**src/rtl/sync_fifo_pkg.sv**
```systemverilog
// Shared helpers for the sync_fifo_v2 family: width functions, parameter legality check and
// default thresholds.
package sync_fifo_pkg;

  localparam int unsigned DefaultWidth   = 16;
  localparam int unsigned DefaultDepth   = 8;
  localparam int unsigned DefaultAeLevel = 1;

  // Occupancy must represent 0..depth inclusive, hence depth + 1 codes.
  function automatic int unsigned cnt_width(input int unsigned depth);
    return $clog2(depth + 1);
  endfunction

  function automatic int unsigned ptr_width(input int unsigned depth);
    return (depth < 2) ? 1 : $clog2(depth);
  endfunction

  function automatic bit params_ok(input int unsigned width, input int unsigned depth,
                                   input int unsigned af_level, input int unsigned ae_level);
    return (width >= 1) && (depth >= 2) && (ae_level >= 1) && (ae_level < af_level) &&
           (af_level <= depth);
  endfunction

endpackage

```
**src/rtl/sync_fifo_ram.sv**
```systemverilog
// Storage array for sync_fifo_v2: one synchronous write port, one asynchronous read port.
// Contents are intentionally not reset.
module sync_fifo_ram #(
  parameter int unsigned Width = 16,
  parameter int unsigned Depth = 8,
  parameter int unsigned AddrW = 3
) (
  input  logic             clk_i,
  input  logic             we_i,
  input  logic [AddrW-1:0] waddr_i,
  input  logic [Width-1:0] wdata_i,
  input  logic [AddrW-1:0] raddr_i,
  output logic [Width-1:0] rdata_o
);

  logic [Width-1:0] mem_q [Depth];

  always_ff @(posedge clk_i) begin
    if (we_i) begin
      mem_q[waddr_i] <= wdata_i;
    end
  end

  assign rdata_o = mem_q[raddr_i];

endmodule

```
**src/rtl/sync_fifo_v2.sv**
```systemverilog
// Single-clock FIFO with arbitrary depth, programmable almost thresholds and fill count.
// Define FIFO_FWFT_EN for first-word-fall-through reads; otherwise data_out is registered.
module sync_fifo_v2
  import sync_fifo_pkg::*;
#(
  parameter int unsigned FIFO_WIDTH = DefaultWidth,
  parameter int unsigned FIFO_DEPTH = DefaultDepth,
  parameter int unsigned AF_LEVEL   = FIFO_DEPTH - 1,
  parameter int unsigned AE_LEVEL   = DefaultAeLevel,
  localparam int unsigned CW        = cnt_width(FIFO_DEPTH)
) (
  input  logic                  clk,
  input  logic                  rst_n,
  input  logic [FIFO_WIDTH-1:0] data_in,
  input  logic                  wr_en,
  input  logic                  rd_en,
  output logic [FIFO_WIDTH-1:0] data_out,
  output logic                  wr_ack,
  output logic                  overflow,
  output logic                  underflow,
  output logic                  full,
  output logic                  empty,
  output logic                  almostfull,
  output logic                  almostempty,
  output logic [CW-1:0]         count
);

  localparam int unsigned PW = ptr_width(FIFO_DEPTH);
  localparam logic [PW-1:0] LastPtr  = PW'(FIFO_DEPTH - 1);
  localparam logic [CW-1:0] DepthCnt = CW'(FIFO_DEPTH);
  localparam logic [CW-1:0] AfCnt    = CW'(AF_LEVEL);
  localparam logic [CW-1:0] AeCnt    = CW'(AE_LEVEL);

  if (!params_ok(FIFO_WIDTH, FIFO_DEPTH, AF_LEVEL, AE_LEVEL)) begin : g_param_check
    $error("sync_fifo_v2: illegal FIFO_WIDTH/FIFO_DEPTH/AF_LEVEL/AE_LEVEL combination");
  end

  logic [PW-1:0]         wr_ptr_q, wr_ptr_d, rd_ptr_q, rd_ptr_d;
  logic [CW-1:0]         count_q, count_d;
  logic [FIFO_WIDTH-1:0] dout_q, dout_d;
  logic                  wr_ack_q, overflow_q, underflow_q;
  logic                  wr_accept, rd_accept;
  logic [FIFO_WIDTH-1:0] ram_rdata;

  assign full        = (count_q == DepthCnt);
  assign empty       = (count_q == '0);
  assign almostfull  = (count_q >= AfCnt);
  assign almostempty = (count_q <= AeCnt);
  assign count       = count_q;
  assign wr_ack      = wr_ack_q;
  assign overflow    = overflow_q;
  assign underflow   = underflow_q;

  always_comb begin
    wr_accept = wr_en && !full;
    rd_accept = rd_en && !empty;

    // Explicit wrap so non-power-of-two depths never index past the last entry.
    wr_ptr_d = wr_ptr_q;
    if (wr_accept) begin
      wr_ptr_d = (wr_ptr_q == LastPtr) ? '0 : wr_ptr_q + 1'b1;
    end
    rd_ptr_d = rd_ptr_q;
    if (rd_accept) begin
      rd_ptr_d = (rd_ptr_q == LastPtr) ? '0 : rd_ptr_q + 1'b1;
    end

    count_d = count_q;
    case ({wr_accept, rd_accept})
      2'b10:   count_d = count_q + 1'b1;
      2'b01:   count_d = count_q - 1'b1;
      default: count_d = count_q;
    endcase

    dout_d = rd_accept ? ram_rdata : dout_q;
  end

  always_ff @(posedge clk or negedge rst_n) begin
    if (!rst_n) begin
      wr_ptr_q    <= '0;
      rd_ptr_q    <= '0;
      count_q     <= '0;
      dout_q      <= '0;
      wr_ack_q    <= 1'b0;
      overflow_q  <= 1'b0;
      underflow_q <= 1'b0;
    end else begin
      wr_ptr_q    <= wr_ptr_d;
      rd_ptr_q    <= rd_ptr_d;
      count_q     <= count_d;
      dout_q      <= dout_d;
      wr_ack_q    <= wr_accept;
      overflow_q  <= wr_en && !wr_accept;
      underflow_q <= rd_en && !rd_accept;
    end
  end

  sync_fifo_ram #(
    .Width (FIFO_WIDTH),
    .Depth (FIFO_DEPTH),
    .AddrW (PW)
  ) u_ram (
    .clk_i   (clk),
    .we_i    (wr_accept),
    .waddr_i (wr_ptr_q),
    .wdata_i (data_in),
    .raddr_i (rd_ptr_q),
    .rdata_o (ram_rdata)
  );

`ifdef FIFO_FWFT_EN
  // Head entry shows through while occupied; when empty hold the last popped word so
  // uninitialised memory never appears on the output.
  assign data_out = empty ? dout_q : ram_rdata;
`else
  assign data_out = dout_q;
`endif

endmodule
```
**config.mk**
```make
export PLATFORM = sky130hd
export DESIGN_NAME = sync_fifo_v2
export DESIGN_NICKNAME = d
export VERILOG_FILES = /design/src/rtl/sync_fifo_pkg.sv /design/src/rtl/sync_fifo_ram.sv /design/src/rtl/sync_fifo_v2.sv
export SDC_FILE = /design/constraint.sdc
export NUM_CORES = 1
export LEC_CHECK = 0
export BUFFER_PORTS_ARGS = -buffer_cell sky130_fd_sc_hd__buf_2
export CAP_MARGIN = 10
export CORE_UTILIZATION = 45
export DETAILED_ROUTE_END_ITERATION = 8
export MAX_ROUTING_LAYER = met4
export PLACE_DENSITY_LB_ADDON = 0.05
export SLEW_MARGIN = 20
export SYNTH_ARGS = -nofsm -noshare
export SYNTH_HDL_FRONTEND = slang
export SYNTH_HIERARCHICAL = 1
export SYNTH_SLANG_ARGS = --single-unit
export TNS_END_PERCENT = 50
```
**constraint.sdc**
```tcl
create_clock -name clk -period 3.4 [get_ports clk]
set_input_delay 1.02 -clock clk [delete_from_list [all_inputs] [get_ports clk]]
set_output_delay 1.02 -clock clk [all_outputs]
set_load 0.05 [all_outputs]
```
==> flow_summary.json <==
{
  "outcome": "complete, no violations",
  "root_buffer": "clkbuf_16",
  "synth-seq-cells": 157,
  "power.density_nw_per_um2": 936,
  "coreArea_um2": 13400,
  "min_to": "data_out[1]",
  "critPathLaunchType": "flop",
  "syn2layout_area_growth_pct": 18.4,
  "synth-edff-count": 128,
  "ys_seq_area_frac": 0.731,
  "ant_nets": 0,
  "arrival_ps": 1690,
  "hold_depth": 1,
  "antenna_found_initial": 0,
  "grt-ovfl-total": 0,
  "wl_per_cell_um": 20.5,
  "cp_top_family": "flip-flops",
  "tns_ps": 0,
  "grt_max_degree": 35,
  "die_y_um": 120,
  "path_class": "flop to output port",
  "initial_core_util": 0.466,
  "cts_tree": "done",
  "path_cells": "inv_1 -> ha_1 -> nor3b_2 -> buf_2",
  "r2r_slack_ps": 1080,
  "pwr-share-comb": 0.322,
  "min_from": "data_out[1]",
  "synth_top_area_share": 0.615,
  "dp_hpwl_um": 6800,
  "die_w_um": 120,
  "vdd.ir_drop.worst_mv": 0.469,
  "hold_buffers": 0,
  "globalplace.congestion": 0.748,
  "clk_pin_slew_ps": 60,
  "vias": 2917,
  "die_area_um2": 14400,
  "htree_levels": 4,
  "finalHoldViolations": 0,
  "clock_latency_ps": 420,
  "period_share": 0.798,
  "cts_buffer_depth": 2,
  "fmax_mhz": 369,
  "ctsResizeCount": 0,
  "wirelength_um": 11200,
  "numPortBuffers": 46,
  "synth_most_common_cell": "edfxtp_1",
  "first_iter_violations": 118,
  "std_cell_rows": 42,
  "setup_violations": 0,
  "crit_path_max_fanout": 7,
  "synth_cell_types": 29,
  "grt_pass1_wl_um": 17500,
  "synthCells": 286,
  "ys.warnings.count": 6,
  "cts_setup_buffers": 0,
  "p_switching_mw": 2.25,
  "synthArstFlopShare": 0.185,
  "final_util": 0.552,
  "vias_per_cell": 5.33,
  "reg2regPathDepth": 8,
  "rr_startpoint": "count[0]",
  "p_seq_frac": 0.392,
  "crit_buf_inv": 2,
  "slew_headroom": 0.351,
  "n_antenna_cell": 0,
  "drc": 0,
  "max_slew.worst_pin.slew_ps": 974,
  "nNetsFinal": 386,
  "period_needed_ps": 2710,
  "internal-power_mw": 4.67,
  "cts-buffers-inserted": 17,
  "swShare": 0.325,
  "fin_hold_ws_ps": 487,
  "timing.rr.end": "u_ram/mem_q[5][4]",
  "grt_setup_unrepaired": "false",
  "syn_nets": 314,
  "hold_path.class": "flop to flop",
  "critical_path_required_ps": 2380,
  "yosysTopAreaCell": "edfxtp_1",
  "ios": 47,
  "grt_pass1_vias": 2992,
  "grt_usage": 0.181,
  "drive_above_1_share": 0.385,
  "slew_violations": 0,
  "nFillCells": 1060,
  "crit_slowest_cell": "dfrtp_1",
  "avgSynthCellArea_um2": 21.8,
  "p_clk_frac": 0.286,
  "cts_sinks": 157,
  "dpl.cell_count": 515,
  "synth_commonest_cells": "edfxtp_1 (128), mux2_2 (37), dfrtp_1 (29)",
  "synthesis.area_um2": 6250,
  "drv_cap": 0,
  "p_leak_nw": 2.72,
  "critical_path.endpoint_type": "output port",
  "firstDrtPassIters": 4,
  "slowest_delay_ps": 450,
  "synth_area_leaders": "edfxtp_1 (62%), mux4_1 (12%), dfrtp_1 (12%)",
  "fin_cells": 547,
  "fin_skew_ps": 8.22,
  "synthFlopType": "edfxtp_1"
}
-- worst register-to-register path, cell delays in order, from the launching register on --
cell,delay [ps]
dfrtp_1,450
inv_1,70
ha_1,250
and3b_2,250
nand2b_4,170
inv_1,100
nand2_1,120
nor2_1,300
buf_4,310
-- state kept, by name, summed over array words and instances, names as in the netlist --
register / count
count: 4
data_out: 16
overflow: 1
rd_ptr_q: 3
u_ram/mem_q: 128
underflow: 1
wr_ack: 1
wr_ptr_q: 3
-- power by group through the flow --
stage	Clock, mW	Combinational (mW)	Sequential, mW
6_report	1.98	2.23	2.72
5_1_grt	2.11	2.41	2.76
4_1_cts	2.03	2.28	2.73
3_5_place_dp	0	2.27	2.76
3_3_place_gp	0	2.25	2.75
2_1_floorplan	0	1.30	3.13
-- worst max path at each step --
stage,slack (ps),cells past startpoint,endpoint,startpoint
after floorplan,120,7,u_ram/mem_q[0][0],count[0]
after global placement,1090,6,count[3],wr_en
after detailed placement,1060,6,u_ram/mem_q[5][5],wr_en
after CTS,640,4,empty,count[0]
after global routing,560,4,empty,count[0]
final,690,4,empty,count[0]
-- layer usage --
layer | track usage | up-vias | share of wire
met1 | 0.227 | 1527 | 0.46
met4 | 0.0680 | 0 | 0.014
met2 | 0.281 | 59 | 0.49
met5 | - | - | 0
met3 | 0.0532 | 10 | 0.038
li1 | - | 1321 | -
-- layout make-up --
class,instances,area (µm²),share of cell area
repair buffers,64,378,0.0511
clock inverters,15,196,0.0266
inverters,4,15.0,0.00203
clock buffers,17,425,0.0575
flip-flops and latches,157,4570,0.618
well taps,176,220,0.0298
multi-input cells,114,1590,0.215
-- cell families after synthesis --
logic type | share of synthesized area
adder cells (fa/ha/maj) | 0.0160
multiplexers | 0.202
AND/OR/NAND/NOR | 0.0260
flip-flops | 0.731
buffers and inverters | 0.0152
AO/OA/AOI/OAI | 0.00360
XOR/XNOR | 0.00561
-- per-stage QoR --
step           total power [mW]  instance area [µm²]  setup WS [ps]
2_1_floorplan              4.43                 6250            122
3_3_place_gp               5.00                 6780           1090
3_5_place_dp               5.04                 6780           1060
4_1_cts                    7.03                 7400            645
5_1_grt                    7.28                 7400            560
6_report                   6.92                 7400            687
-- cells in the final DEF, fill, tap and decap left out, types with 6 or more instances in the layout --
master      count
edfxtp_1      128
clkinvlp_4      6
nor2_1         10
buf_4          17
ha_1            8
clkbuf_16      17
mux4_1         28
mux2_2         37
dfrtp_1        29
buf_2          46
Power figures use the tool's default switching activity.
